--- src/rtl/audio_tx_pkg.sv ---
// Shared types and constants for the audio serial transmitter.
package audio_tx_pkg;

  typedef enum logic {
    IDLE = 1'b0,
    RUN  = 1'b1
  } state_e;

  localparam int unsigned UNDERRUN_CNT_W = 8;

endpackage

--- src/rtl/audio_tx_bclk_gen.sv ---
// Bit-clock generator: divides clk by 2*CLKDIV and flags the cycle before each bclk edge.
module audio_tx_bclk_gen #(
  parameter int unsigned CLKDIV = 4
) (
  input  logic clk,
  input  logic reset,
  input  logic run_en_i,
  output logic bclk_o,
  output logic rise_tick_c,
  output logic fall_tick_c
);

  localparam int unsigned DIV_W = (CLKDIV > 1) ? $clog2(CLKDIV) : 1;

  logic [DIV_W-1:0] div_q, div_d;
  logic             bclk_q, bclk_d;
  logic             tick_c;

  assign tick_c      = run_en_i && (div_q == DIV_W'(CLKDIV - 1));
  assign rise_tick_c = tick_c && !bclk_q;
  assign fall_tick_c = tick_c && bclk_q;
  assign bclk_o      = bclk_q;

  // Divider and bclk are held at zero while not running.
  always_comb begin
    div_d  = div_q;
    bclk_d = bclk_q;
    if (!run_en_i) begin
      div_d  = '0;
      bclk_d = 1'b0;
    end else if (tick_c) begin
      div_d  = '0;
      bclk_d = ~bclk_q;
    end else begin
      div_d  = div_q + DIV_W'(1);
    end
  end

  always_ff @(posedge clk or posedge reset) begin
    if (reset) begin
      div_q  <= '0;
      bclk_q <= 1'b0;
    end else begin
      div_q  <= div_d;
      bclk_q <= bclk_d;
    end
  end

endmodule

--- src/rtl/audio_serial_tx.sv ---
// I2S-style stereo serializer with a one-pair holding buffer.
// Optional macro AUDIO_SERIAL_TX_UNDERRUN_CNT_EN adds a saturating underrun_count output.
module audio_serial_tx
  import audio_tx_pkg::*;
#(
  parameter int unsigned WIDTH  = 16,
  parameter int unsigned CLKDIV = 4
) (
  input  logic             clk,
  input  logic             reset,
  input  logic [WIDTH-1:0] left_in,
  input  logic [WIDTH-1:0] right_in,
  input  logic             valid,
  output logic             ready,
  output logic             bclk,
  output logic             lrclk,
  output logic             sdata,
  output logic             underrun
`ifdef AUDIO_SERIAL_TX_UNDERRUN_CNT_EN
  ,
  output logic [UNDERRUN_CNT_W-1:0] underrun_count
`endif
);

  localparam int unsigned FRAME_W = 2 * WIDTH;
  localparam int unsigned SLOT_W  = $clog2(FRAME_W);

  state_e             state_q, state_d;
  logic [SLOT_W-1:0]  slot_q, slot_d;
  logic [FRAME_W-1:0] shift_q, shift_d;
  logic [FRAME_W-1:0] buf_q, buf_d;
  logic               buf_full_q, buf_full_d;
  logic               lrclk_q, lrclk_d;
  logic               underrun_q, underrun_d;
  logic               run_en_c;
  logic               rise_tick_c;
  logic               fall_tick_c;

  assign run_en_c = (state_q == RUN);

  audio_tx_bclk_gen #(
    .CLKDIV(CLKDIV)
  ) u_bclk_gen (
    .clk        (clk),
    .reset      (reset),
    .run_en_i   (run_en_c),
    .bclk_o     (bclk),
    .rise_tick_c(rise_tick_c),
    .fall_tick_c(fall_tick_c)
  );

  assign ready    = ~buf_full_q;
  assign sdata    = shift_q[FRAME_W-1];
  assign lrclk    = lrclk_q;
  assign underrun = underrun_q;

  // FSM, slot sequencing, frame reload and buffer fill.
  always_comb begin
    state_d    = state_q;
    slot_d     = slot_q;
    shift_d    = shift_q;
    buf_d      = buf_q;
    buf_full_d = buf_full_q;
    underrun_d = 1'b0;

    case (state_q)
      IDLE: begin
        if (valid) begin
          state_d = RUN;
          slot_d  = '0;
          shift_d = {left_in, right_in};
        end
      end
      RUN: begin
        if (fall_tick_c) begin
          if (slot_q == SLOT_W'(FRAME_W - 1)) begin
            slot_d = '0;
            if (buf_full_q) begin
              shift_d    = buf_q;
              buf_full_d = 1'b0;
            end else begin
              shift_d    = '0;
              underrun_d = 1'b1;
            end
          end else begin
            slot_d  = slot_q + SLOT_W'(1);
            shift_d = {shift_q[FRAME_W-2:0], 1'b0};
          end
        end
        // The reload above sees the old buffer; a same-cycle accept refills it afterwards.
        if (valid && !buf_full_q) begin
          buf_d      = {left_in, right_in};
          buf_full_d = 1'b1;
        end
      end
      default: state_d = IDLE;
    endcase

    lrclk_d = (slot_d >= SLOT_W'(WIDTH - 1)) && (slot_d <= SLOT_W'(FRAME_W - 2));
  end

  always_ff @(posedge clk or posedge reset) begin
    if (reset) begin
      state_q    <= IDLE;
      slot_q     <= '0;
      shift_q    <= '0;
      buf_q      <= '0;
      buf_full_q <= 1'b0;
      lrclk_q    <= 1'b0;
      underrun_q <= 1'b0;
    end else begin
      state_q    <= state_d;
      slot_q     <= slot_d;
      shift_q    <= shift_d;
      buf_q      <= buf_d;
      buf_full_q <= buf_full_d;
      lrclk_q    <= lrclk_d;
      underrun_q <= underrun_d;
    end
  end

  // A rising tick can only be issued while bclk is low.
  assert property (@(posedge clk) disable iff (reset) rise_tick_c |-> !bclk);

`ifdef AUDIO_SERIAL_TX_UNDERRUN_CNT_EN
  logic [UNDERRUN_CNT_W-1:0] cnt_q;

  // Counts alongside the underrun pulse, saturating at all-ones.
  always_ff @(posedge clk or posedge reset) begin
    if (reset) begin
      cnt_q <= '0;
    end else if (underrun_d && (cnt_q != '1)) begin
      cnt_q <= cnt_q + UNDERRUN_CNT_W'(1);
    end
  end

  assign underrun_count = cnt_q;
`endif

endmodule
--- config.mk ---
export PLATFORM = sky130hd
export DESIGN_NAME = audio_serial_tx
export DESIGN_NICKNAME = d
export VERILOG_FILES = /design/src/rtl/audio_tx_pkg.sv /design/src/rtl/audio_tx_bclk_gen.sv /design/src/rtl/audio_serial_tx.sv
export SDC_FILE = /design/constraint.sdc
export NUM_CORES = 1
export LEC_CHECK = 0
export CORE_MARGIN = 2
export CORE_UTILIZATION = 56
export CTS_BUF_LIST = sky130_fd_sc_hd__clkbuf_4
export CTS_CLUSTER_DIAMETER = 50
export CTS_CLUSTER_SIZE = 20
export DETAILED_ROUTE_END_ITERATION = 8
export DONT_BUFFER_PORTS = 1
export PLACE_DENSITY = 0.68
export SLEW_MARGIN = 20
export SYNTH_ARGS = -nofsm -noshare
export SYNTH_HDL_FRONTEND = slang
export SYNTH_SLANG_ARGS = --single-unit
--- constraint.sdc ---
create_clock -name clk -period 3.2 [get_ports clk]
set_clock_uncertainty 0.2 [all_clocks]
set_input_delay 0.64 -clock clk [delete_from_list [all_inputs] [get_ports clk]]
set_output_delay 0.64 -clock clk [all_outputs]
set_load 0.005 [all_outputs]
* Yosys cells after proc, flatten, opt, wreduce, memory -nomap -nowiden
Index checks and enable logic that the tools add are counted.
** Storage, ports and cells
- Bits in registers :: 76
- Input port bits :: 35
- Logic and storage cells :: 53
** Cells by class
- $add $sub $neg :: 2
- Order comparisons :: 2
- Eq/ne operators :: 5
- Muxes and demuxes :: 22
- Bitwise gates (word level) :: 3
- Reductions and logical operators :: 10
** Operator list (number)
- $mux W32 :: 4
- $pmux W32 S2 :: 1
- $mux W5 :: 3
- $mux W1 :: 11
- $pmux W5 S2 :: 1
- $add A5 B1 Y5 const B :: 1
- $eq A5 B5 Y1 const B :: 1
- $ge A5 B4 Y1 const B :: 1
- $le A5 B5 Y1 const B :: 1
- $logic_and A1 B1 Y1 :: 4
- $mux W2 :: 2
- $ne A2 B1 Y1 const B :: 2
- $reduce_and A2 Y1 :: 2
- $reduce_bool A2 Y1 :: 2
- $not A1 Y1 :: 3
- $reduce_and A3 Y1 :: 1
- $add A2 B1 Y2 const B :: 1
- $eq A2 B2 Y1 const B :: 1
- $ne A2 B2 Y1 const B :: 1
- $logic_not A1 Y1 :: 1

* Depth between registers and ports, before layout
- Depth in word-level cells :: 7
- Gate-level depth with buffers :: 9

* Hierarchy
Synthesis repeated with hierarchy kept, for this count alone.
** Unflattened totals
- Cells, all modules :: 321
- Area total of the unflattened synthesis :: 3507.1 um^2
** By module, submodules not included
- audio_serial_tx :: times used 1, cells each 309, area each 3368.2 um^2, sequential area each 1826.8 um^2
- audio_tx_bclk_gen :: times used 1, cells each 12, area each 138.9 um^2, sequential area each 75.1 um^2

* Worst setup path before layout
Ideal clock, no wire load.
- Path type :: reg-to-reg
- From :: reg slot_q[0]
- To :: reg shift_q[10]
- Library setup time :: 0.124 ns
- Arrival time :: 1.794 ns
- Slack :: 1.082 ns
- Cell stages (with the launch flop) :: 10
- Period minus slack after synthesis :: 2.118 ns
- Path through :: dfrtp_1 ha_1 and3_1 ha_1 inv_2 nor2_1 buf_2 a221o_1 o21ai_0 o21ai_1
** On the way
- Cells in the longest elaborated chain, start to end :: 4
** Ends and longest elaborated chain
- start: declaration :: line audio_serial_tx.sv:29 : logic [SLOT_W-1:0] slot_q, slot_d;
- start signal: assignment :: line audio_serial_tx.sv:113 : slot_q <= slot_d;
- $eq A5 B5 Y1 :: line audio_serial_tx.sv:76 : if (slot_q == SLOT_W'(FRAME_W - 1)) begin
- $mux W32 :: line audio_serial_tx.sv:76
- $mux W32 :: line audio_serial_tx.sv:75 : if (fall_tick_c) begin
- $pmux W32 S2 :: line audio_serial_tx.sv:66 : case (state_q)
- end signal: assignment :: line audio_serial_tx.sv:114 : shift_q <= shift_d;
- end: declaration :: line audio_serial_tx.sv:30 : logic [FRAME_W-1:0] shift_q, shift_d;
No other way between the ends. The select of a mux whose other input is x is not followed.
A chain may end at the register's enable or synchronous reset.

* Worst setup path after layout
- From :: reg slot_q[0]
- To :: reg lrclk_q, in the netlist lrclk
** On the way
- Cells in the longest elaborated chain, start to end :: 6
- Elaborated cells on any way between the ends :: 9
** Ends and longest elaborated chain
- $add A5 B1 Y5 or $eq A5 B5 Y1 (tied branches) :: line audio_serial_tx.sv:86, audio_serial_tx.sv:76
- $mux W5 :: line audio_serial_tx.sv:76
- $mux W5 :: line audio_serial_tx.sv:75
- $pmux W5 S2 * :: line audio_serial_tx.sv:66
- named net slot_d[0] :: line audio_serial_tx.sv:29
- $ge A5 B4 Y1 or $le A5 B5 Y1 (tied branches) :: line audio_serial_tx.sv:99 : lrclk_d = (slot_d >= SLOT_W'(WIDTH - 1)) && (slot_d <= SLOT_W'(FRAME_W - 2));
- $logic_and A1 B1 Y1 * :: line audio_serial_tx.sv:99
- named net lrclk_d :: line audio_serial_tx.sv:33 : logic lrclk_q, lrclk_d;
- end signal: assignment :: line audio_serial_tx.sv:117 : lrclk_q <= lrclk_d;
- end: declaration :: line audio_serial_tx.sv:33
The timed path passes the listed nets; every way through them passes the cells marked *.

==> metrics <==
status=finished clean; XOR/XNOR Fraction of Synth Area=0.00508; critical path required time=3.34 ns; fin crit period=2.62 ns; Slew Limit Fails=0; commonest non-fill, non-tap cell in the layout=dfrtp_1; Post-Syn Nets=361; share of cells above drive strength 1=0.152; Seq pwr share=0.529; Max Clk Rate=0.381 GHz; Pint=1.92 mW; Core Area=0.00592 sq mm; static leakage=1.70 nW; clk_lat worst skew=0.41 ns; Worst path top cell family by delay=adder cells; largest family of logic cells by synthesized area=compound AO/OA/AOI/OAI gates; pin count of the biggest net entering global routing=between 50 and 60; Simple-Gate Fraction of Synth Area=0.0994; Final Hold Fails=0; clock share of power=0.204; Switching Share=0.326; clk sinks=between 70 and 80; Clock Path Buffers=2; HPWL after DPL=4350 um; Max-Slew Margin vs Limit=0.551; worst hold slack=0.148 ns; WP data arrival=2.76 ns; capturing element type of the critical path=flip-flop; Die Wd=82.5 um; Max VDD drop=0.000415 V; Starting Density=0.583; PwrDens=776 mW/mm^2; Critical R2R Launch=slot_q[0]; Synth Area in Adders=0.0109; Ant. Diodes=0; routed vias/inst=6.05; Nets=356; First-pass DRT Iterations=4; number of global-route vias before repair=2375; TritonCTS clock tree=built; initial antenna violation count=0; Worst Max-Slew Pin Slew=0.673 ns; TNS Setup=0 ns; Die ar.=0.00680 sq mm; register area=0.00190 sq mm; IO buf count=0; Root Buffer=clkbuf_4; Post-Layout Cell Count=398; number of routed nets with antenna violations=0; post-synthesis area per instance=between 10 and 15 sq um; Final period util=0.820; CTS Buf Count=9; Worst Hold Path Cells=1; htree depth=3; WS Path Type=flip-flop to flip-flop; number of standard cells after synthesis=323; most frequent cells in the layout=76 x dfrtp_1, 47 x nand2_1, 30 x o21ai_1; multiplexer share of the synthesized area=0.104; Reg clk slew, reported paths=0.13 ns; final number of setup-violating endpoints=0; footprint of the multi-input gates=0.00141 sq mm; maxcap violations=0; Synth cell types=34; DR iter-0 viols=152; Yosys reg bits=76; Synth Area in Compound Gates=0.188; post-synthesis sequential area ratio=0.551; placer congestion estimate=a little under 0.8; R2R depth=9; Die Ht=82.5 um; Hold Crit Class=input pin to flip-flop; Worst path max stage delay=0.46 ns; Crit path buffers/inverters=2; RSZ-0062 raised after global routing=no; vias=2406; Syn. warnings=0; FF-to-FF setup slack=approximately 0.58 ns; first-pass GRT wire length=approximately 11000 um; FF-to-FF End=lrclk; critical path depth in cells=9; CP Launch Type=flip-flop; Syn-to-layout area delta=6.13%; WL per Instance=17.4 um; Placed Cells incl. Taps=~380; Post-synth EDFFs=0; DRC=0; All-Layer GR Usage=0.226; min-delay src=right_in[2]; ys flop type=dfrtp_1; Slowest-stage cell, CP=dfrtp_1; most frequent cell on the critical path=ha_1; # fillers=between 500 and 600; WHS Endpoint=buf_q[2]; final WL=6930 um; mapped cell area=0.00345 sq mm; Rows=28; grt ovf=0; Switch Pwr=just over 0.9 mW; I/O pin count=40; Async SR Flop Fraction=1.00; CP max FO=33; crit path cell chain=ha_1 > and3_1 > ha_1 > inv_2 > buf_4 > a21oi_1 > nor2_1 > and4_1 > xor2_1; Gate power share=0.267
stage by stage:
step	util	instance area, sq um	power, mW	setup WS (ns)
after floorplan	-	3450	2.10	0.422
after global placement	0.594	3520	2.25	0.705
after detailed placement	0.594	3520	2.29	0.648
after CTS	0.618	3660	2.87	0.587
after global routing	0.618	3660	3.06	0.384
final	0.618	3660	2.84	0.577
registers in the layout, indices dropped and copies added (netlist names):
| register | cells |
|---|---|
| run_en_c | 1 |
| shift_q | 32 |
| underrun | 1 |
| slot_q | 5 |
| u_bclk_gen.bclk_o | 1 |
| lrclk | 1 |
| u_bclk_gen.div_q | 2 |
| buf_q | 32 |
| buf_full_q | 1 |
synth_stat cells (2+ instances only):
| cell | number | area share |
|---|---|---|
| nand3_1 | 13 | 0.019 |
| mux2_2 | 20 | 0.065 |
| clkbuf_1 | 6 | 0.0065 |
| nor2_1 | 5 | 0.0054 |
| buf_2 | 15 | 0.022 |
| inv_1 | 4 | 0.0044 |
| and3_1 | 3 | 0.0054 |
| mux2_1 | 12 | 0.039 |
| a21oi_1 | 18 | 0.026 |
| inv_2 | 2 | 0.0022 |
| o21ai_1 | 30 | 0.044 |
| nor3_1 | 2 | 0.0029 |
| o211ai_1 | 2 | 0.0044 |
| dfrtp_1 | 76 | 0.55 |
| buf_1 | 3 | 0.0033 |
| a221o_1 | 23 | 0.067 |
| ha_1 | 3 | 0.011 |
| nand2_1 | 47 | 0.051 |
| o21ai_0 | 24 | 0.035 |
cell type report:
class / instances / area share
Sequential cell: 76 / 0.519
Multi-Input combinational cell: 216 / 0.386
Timing Repair Buffer: 9 / 0.0260
Tap cell: 75 / 0.0256
Clock buffer: 9 / 0.0185
Clock inverter: 7 / 0.0185
Inverter: 6 / 0.00615
worst max-delay path by stage:
stage | from | to | slack (ns)
6_report | slot_q[0] | lrclk | 0.58
2_1_floorplan | reset | buf_full_q | 0.42
5_1_grt | slot_q[0] | lrclk | 0.38
3_3_place_gp | slot_q[0] | lrclk | 0.70
3_5_place_dp | slot_q[0] | lrclk | 0.65
4_1_cts | slot_q[0] | lrclk | 0.59
power by group through the flow:
stage,registers [mW],logic (mW),clock network (mW)
final,1.50,0.758,0.580
after global routing,1.55,0.880,0.636
after CTS,1.50,0.769,0.597
after detailed placement,1.52,0.764,0
after global placement,1.51,0.737,0
after floorplan,1.46,0.646,0
cell families after synthesis:
kind of cell,Yosys count
buffers and inverters,31
muxes,32
xor gates and xnor gates,2
AOI/OAI and AO/OA,102
DFF,76
and+or+nand+nor,77
adders and majority gates,3
per-layer routing:
layer  track usage  up-vias  share of wire
met5             0        -              0
met4         0.100        0         0.0091
met3        0.0587        5          0.051
met2         0.342       47           0.46
met1         0.307     1187           0.48
li1              -     1167              -
what timing repair did:
| item | CTS | global route |
|---|---|---|
| buffers inserted | 0 | 0 |
| resized for setup | 0 | 0 |
| endpoints found under the hold margin | 28 | 0 |
| hold buffers | 1 | 0 |
No activity file was read; power rests on OpenSTA's default activity.
